## src/rtl/if_pkg.sv

```systemverilog
// Shared types for the instruction fetch unit: NOP default, FSM states, buffer entry.
package if_pkg;

  localparam logic [31:0] NOP_INST_DEF = 32'h00000013;

  typedef enum logic [1:0] {
    S_IDLE = 2'd0,
    S_REQ  = 2'd1,
    S_WAIT = 2'd2
  } fetch_state_t;

  typedef struct packed {
    logic [31:0] pc;
    logic [31:0] inst;
    logic        misalign;
  } fetch_entry_t;

endpackage

```

## src/rtl/inst_fifo.sv

```systemverilog
// Synchronous instruction buffer; flush empties it on the next edge.
module inst_fifo
  import if_pkg::*;
#(
  parameter int DEPTH = 2
) (
  input  logic         clk,
  input  logic         rst_n,
  input  logic         flush,
  input  logic         push,
  input  fetch_entry_t push_data,
  input  logic         pop,
  output fetch_entry_t head,
  output logic         empty,
  output logic         full
);

  localparam int AW = $clog2(DEPTH);
  localparam logic [AW:0] DEPTH_C = DEPTH[AW:0];

  fetch_entry_t  mem [DEPTH];
  logic [AW-1:0] wr_ptr;
  logic [AW-1:0] rd_ptr;
  logic [AW:0]   count;
  logic          do_push;
  logic          do_pop;

  assign do_push = push && !full;
  assign do_pop  = pop && !empty;
  assign empty   = (count == '0);
  assign full    = (count == DEPTH_C);
  assign head    = mem[rd_ptr];

  always_ff @(posedge clk) begin
    if (!rst_n || flush) begin
      wr_ptr <= '0;
      rd_ptr <= '0;
      count  <= '0;
    end else begin
      if (do_push) wr_ptr <= wr_ptr + AW'(1);
      if (do_pop)  rd_ptr <= rd_ptr + AW'(1);
      case ({do_push, do_pop})
        2'b10:   count <= count + (AW+1)'(1);
        2'b01:   count <= count - (AW+1)'(1);
        default: count <= count;
      endcase
    end
  end

  // Storage needs no reset: the head is masked by empty downstream.
  always_ff @(posedge clk) begin
    if (do_push) mem[wr_ptr] <= push_data;
  end

endmodule

```

## src/rtl/inst_fetch.sv

```systemverilog
// Instruction fetch: one outstanding imem request, responses buffered in inst_fifo.
// Optional IF_MISALIGN_CHECK_EN turns misaligned PCs into flagged NOP entries.
//
// state  | meaning
// IDLE   | one cycle after reset before fetching starts
// REQ    | issue request for pc when buffer has room and no flush
// WAIT   | request granted, waiting for imem_rvalid (drop marks a flushed fetch)
module inst_fetch
  import if_pkg::*;
#(
  parameter int          FIFO_DEPTH = 2,
  parameter logic [31:0] NOP_INST   = NOP_INST_DEF
) (
  input  logic        clk,
  input  logic        rst_n,
  input  logic [31:0] pc,
  output logic        pc_ready,
  input  logic        flush,
  output logic        imem_req,
  output logic [31:0] imem_addr,
  input  logic        imem_gnt,
  input  logic        imem_rvalid,
  input  logic [31:0] imem_rdata,
  output logic        inst_valid,
  output logic [31:0] inst,
  output logic [31:0] inst_pc,
`ifdef IF_MISALIGN_CHECK_EN
  output logic        inst_misalign,
`endif
  input  logic        inst_ready
);

  fetch_state_t state;
  fetch_state_t state_nxt;
  logic [31:0]  req_pc;
  logic         req_pc_load;
  logic         drop;
  logic         drop_nxt;
  logic         push;
  fetch_entry_t push_data;
  fetch_entry_t head;
  logic         fifo_empty;
  logic         fifo_full;
  logic         misalign_pc;

`ifdef IF_MISALIGN_CHECK_EN
  assign misalign_pc = (pc[1:0] != 2'b00);
`else
  assign misalign_pc = 1'b0;
`endif

  assign imem_addr = {pc[31:2], 2'b00};

  always_comb begin
    state_nxt          = state;
    drop_nxt           = drop;
    imem_req           = 1'b0;
    pc_ready           = 1'b0;
    req_pc_load        = 1'b0;
    push               = 1'b0;
    push_data.pc       = req_pc;
    push_data.inst     = imem_rdata;
    push_data.misalign = 1'b0;
    unique case (state)
      S_IDLE: state_nxt = S_REQ;
      S_REQ: begin
        if (!fifo_full && !flush) begin
          if (misalign_pc) begin
            pc_ready           = 1'b1;
            push               = 1'b1;
            push_data.pc       = pc;
            push_data.inst     = NOP_INST;
            push_data.misalign = 1'b1;
          end else begin
            imem_req = 1'b1;
            if (imem_gnt) begin
              pc_ready    = 1'b1;
              req_pc_load = 1'b1;
              state_nxt   = S_WAIT;
            end
          end
        end
      end
      S_WAIT: begin
        // A response arriving with flush or after one is stale and is dropped.
        if (imem_rvalid) begin
          push      = !flush && !drop;
          drop_nxt  = 1'b0;
          state_nxt = S_REQ;
        end else if (flush) begin
          drop_nxt = 1'b1;
        end
      end
      default: state_nxt = S_IDLE;
    endcase
  end

  always_ff @(posedge clk) begin
    if (!rst_n) begin
      state  <= S_IDLE;
      drop   <= 1'b0;
      req_pc <= '0;
    end else begin
      state <= state_nxt;
      drop  <= drop_nxt;
      if (req_pc_load) req_pc <= pc;
    end
  end

  inst_fifo #(
    .DEPTH(FIFO_DEPTH)
  ) u_fifo (
    .clk      (clk),
    .rst_n    (rst_n),
    .flush    (flush),
    .push     (push),
    .push_data(push_data),
    .pop      (inst_ready),
    .head     (head),
    .empty    (fifo_empty),
    .full     (fifo_full)
  );

  assign inst_valid = !fifo_empty;
  assign inst       = fifo_empty ? NOP_INST : head.inst;
  assign inst_pc    = fifo_empty ? 32'h0 : head.pc;

`ifdef IF_MISALIGN_CHECK_EN
  assign inst_misalign = !fifo_empty && head.misalign;
`else
  logic unused_misalign;
  assign unused_misalign = head.misalign;
`endif

endmodule

```

## config.mk

```make
export PLATFORM = sky130hd
export DESIGN_NAME = inst_fetch
export DESIGN_NICKNAME = d
export VERILOG_FILES = /design/src/rtl/if_pkg.sv /design/src/rtl/inst_fifo.sv /design/src/rtl/inst_fetch.sv
export SDC_FILE = /design/constraint.sdc
export NUM_CORES = 1
export LEC_CHECK = 0
export CORE_MARGIN = 2
export CORE_UTILIZATION = 30
export DETAILED_ROUTE_END_ITERATION = 16
export DONT_BUFFER_PORTS = 1
export PLACE_DENSITY_LB_ADDON = 0.15
export SYNTH_ARGS = -nofsm -noshare
export SYNTH_HDL_FRONTEND = slang
export SYNTH_SLANG_ARGS = --single-unit
```

## constraint.sdc

```tcl
create_clock -name clk -period 8.3 [get_ports clk]
set_input_delay 1.66 -clock clk [delete_from_list [all_inputs] [get_ports clk]]
set_output_delay 1.66 -clock clk [all_outputs]
set_load 0.005 [all_outputs]
```

==> flow_summary.json <==
{
  "cts_resized": 0,
  "met3_usage": 0.0417,
  "layout_commonest_cell": "edfxtp_1",
  "cts.sink_count": 168,
  "finalNetCount": 526,
  "yosys.area_share.adder": 0.00187,
  "p_clk_frac": 0.484,
  "drive_gt1_frac": 0.0833,
  "finClkSkew_ns": 0.00850,
  "synth_mux_area_frac": 0.144,
  "hold_viol_final": 0,
  "setup_viol": 0,
  "antenna_left": 0,
  "synth_top_family_by_area": "multiplexers",
  "regArea_mm2": 0.00465,
  "ys_types": 30,
  "cellPowerDensity_mw_per_mm2": 245,
  "drc": 0,
  "postCtsSetupBuffers": 0,
  "cts_tree": "built",
  "wl_um": 13100,
  "yosys.area_share.simple": 0.0879,
  "cp_max_fo": 34,
  "synth_compound_gate_area_share": 0.00935,
  "cp.required_ns": 6.64,
  "cts.path.max_buffers": 2,
  "start_kind": "register",
  "grt_max_degree": 69,
  "switchingPower_mw": 0.328,
  "syn_area_mm2": 0.00669,
  "yosysWarnings": 0,
  "first_global_vias": 3406,
  "via_per_inst": 4.53,
  "worst-path-buf-inv": 1,
  "top_usage_layer": "met2",
  "clock_latency_ns": 0.42,
  "area_delta_synth_final_pct": 10.6,
  "diodes": 0,
  "arrival_ns": 2.18,
  "pwr-share-seq": 0.504,
  "rsz0062_at_grt": "no",
  "die_w_um": 153,
  "rows": 54,
  "synth_cells": 486,
  "grt_overflow": 0,
  "synth_seq_area_share": 0.694,
  "io_pins": 169,
  "cp_cell_sequence": "buf_4, mux2i_1, nor2_1",
  "final_cell_mix": "edfxtp_1, mux2i_1, nand2_1",
  "core_area_mm2": 0.0219,
  "worst_slew_pin_slew_ns": 0.902,
  "path_class": "register to output port",
  "ys_ff_latch": 168,
  "clk_pin_slew_worst_paths_ns": 0.07,
  "fin_cells": 748,
  "grtUsageTotal": 0.112,
  "max_stage_delay_ns": 0.71,
  "setup_tns_ns": 0,
  "status": "finished, final reports clean",
  "irDropWorstVdd_mv": 0.120,
  "end_kind": "output port",
  "die_y_um": 153,
  "critPathTopFamily": "flip-flops",
  "place_inst": 716,
  "num_vias": 3389,
  "fp.dieArea_mm2": 0.0235,
  "ctsHoldBuffers": 0,
  "synth_xor_area_frac": 0.00393,
  "p_leak_nw": 2.37,
  "cts_buffers": 17,
  "power.internal_mw": 1.48,
  "max_freq_mhz": 261,
  "initial_core_util": 0.306,
  "p_comb_frac": 0.012,
  "drv_cap": 0,
  "cts-root-buf": "clkbuf_16",
  "drtIter0Drc": 114,
  "max-slew-margin-rel": 0.398,
  "fill_cells": 2197,
  "cts_max_level": 4,
  "p_sw_frac": 0.181,
  "period_share": 0.462,
  "period_minus_slack_ns": 3.84,
  "grt_pass1_wl_um": 19700,
  "multi_input_area_mm2": 0.00168,
  "syn_area_per_cell_um2": 13.8,
  "min_path_type": "register to register",
  "firstDrtPassIters": 4,
  "place_congestion": 0.707,
  "dp_hpwl_um": 8010,
  "io_buffers": 0,
  "grt_use_met2": 0.184,
  "gr-usage-met1": 0.132,
  "wl_per_cell_um": 17.4,
  "cp_slowest_cell": "dfxtp_4",
  "drv_slew": 0,
  "antenna_found_initial": 0
}
registers in the layout (all words and copies together), names as in the netlist, named ones only:
signal / count
u_fifo.rd_ptr: 1
u_fifo.count: 2
drop: 1
u_fifo.wr_ptr: 1
req_pc: 32
state: 2
u_fifo.mem: 128
path summary, 6_finish.rpt:
| path | end | depth (start not counted) | slack, ns | from |
|---|---|---|---|---|
| worst min register to register | u_fifo.mem[0][47] | 0 | 0.45 | req_pc[15] |
| worst max-delay path | inst_pc[1] | 3 | 4.46 | register |
| worst min-delay path | u_fifo.mem[0][47] | 0 | 0.45 | req_pc[15] |
| worst max register to register | u_fifo.mem[0][40] | 4 | 5.79 | u_fifo.count[0] |
stage by stage:
stage | instance area (um2) | utilization | worst slack (ns) | hold slack, ns | power [mW]
finish | 7400 | 0.338 | 4.46 | 0.451 | 1.81
global route | 7400 | 0.338 | 4.29 | 0.459 | 1.87
CTS | 7400 | 0.338 | 4.37 | 0.448 | 1.84
detailed placement | 6740 | 0.308 | 4.62 | 0.440 | 0.953
global placement | 6740 | 0.308 | 4.61 | 0.432 | 0.952
floorplan | 6700 | - | 3.01 | 0.425 | 0.964
layer usage:
| metal | vias to the layer above | routed length [um] |
|---|---|---|
| li1 | 1607 | - |
| met1 | 1646 | 5720 |
| met4 | 0 | 182 |
| met2 | 122 | 6150 |
| met5 | - | 0 |
| met3 | 14 | 999 |
synthesized netlist by cell type:
cell | number | share of area
edfxtp_1 | 128 | 0.57
mux2i_1 | 96 | 0.14
nand2_1 | 68 | 0.038
nor2_1 | 66 | 0.037
dfxtp_1 | 40 | 0.12
buf_4 | 32 | 0.036
clkbuf_1 | 11 | 0.0062
buf_2 | 9 | 0.0067
inv_1 | 6 | 0.0034
buf_6 | 4 | 0.0067
a21oi_1 | 3 | 0.0022
o21ai_0 | 3 | 0.0022
or3_1 | 2 | 0.0019
xor2_1 | 2 | 0.0026
a211oi_1 | 1 | 0.0011
and2_1 | 1 | 0.00094
conb_1 | 1 | 0.00056
ha_1 | 1 | 0.0019
nand2b_1 | 1 | 0.00094
nand3b_1 | 1 | 0.0011
nand4bb_1 | 1 | 0.0017
nor2b_1 | 1 | 0.00094
nor2b_2 | 1 | 0.0013
nor3_2 | 1 | 0.0015
nor4b_1 | 1 | 0.0013
o21a_1 | 1 | 0.0011
o311a_1 | 1 | 0.0015
o31ai_1 | 1 | 0.0011
or4_1 | 1 | 0.0011
xnor2_1 | 1 | 0.0013
power groups by stage:
stage | registers (mW) | logic [mW] | clock network (mW)
detailed placement | 0.931 | 0.0218 | 0
global route | 0.913 | 0.0237 | 0.937
floorplan | 0.930 | 0.0347 | 0
finish | 0.913 | 0.0210 | 0.877
global placement | 0.930 | 0.0212 | 0
CTS | 0.912 | 0.0217 | 0.905
final cells by class:
| class | count | share of cell area |
|---|---|---|
| Multi-Input combinational cell | 257 | 0.227 |
| Clock buffer | 20 | 0.0590 |
| Sequential cell | 168 | 0.628 |
| Clock inverter | 12 | 0.0303 |
| Timing Repair Buffer | 5 | 0.00507 |
| Tap cell | 280 | 0.0473 |
| Inverter | 6 | 0.00321 |
logic make-up (layout without fill, tap and decap cells):
| family | after synthesis | count (layout) |
|---|---|---|
| other | 1 | 2 |
| xor gates and xnor gates | 3 | 3 |
| DFF | 168 | 168 |
| AOI/OAI and AO/OA | 10 | 10 |
| adders and majority gates | 1 | 1 |
| buffers and inverters | 62 | 43 |
| and+or+nand+nor | 145 | 145 |
| muxes | 96 | 96 |
No activity file was read; power rests on OpenSTA's default activity.
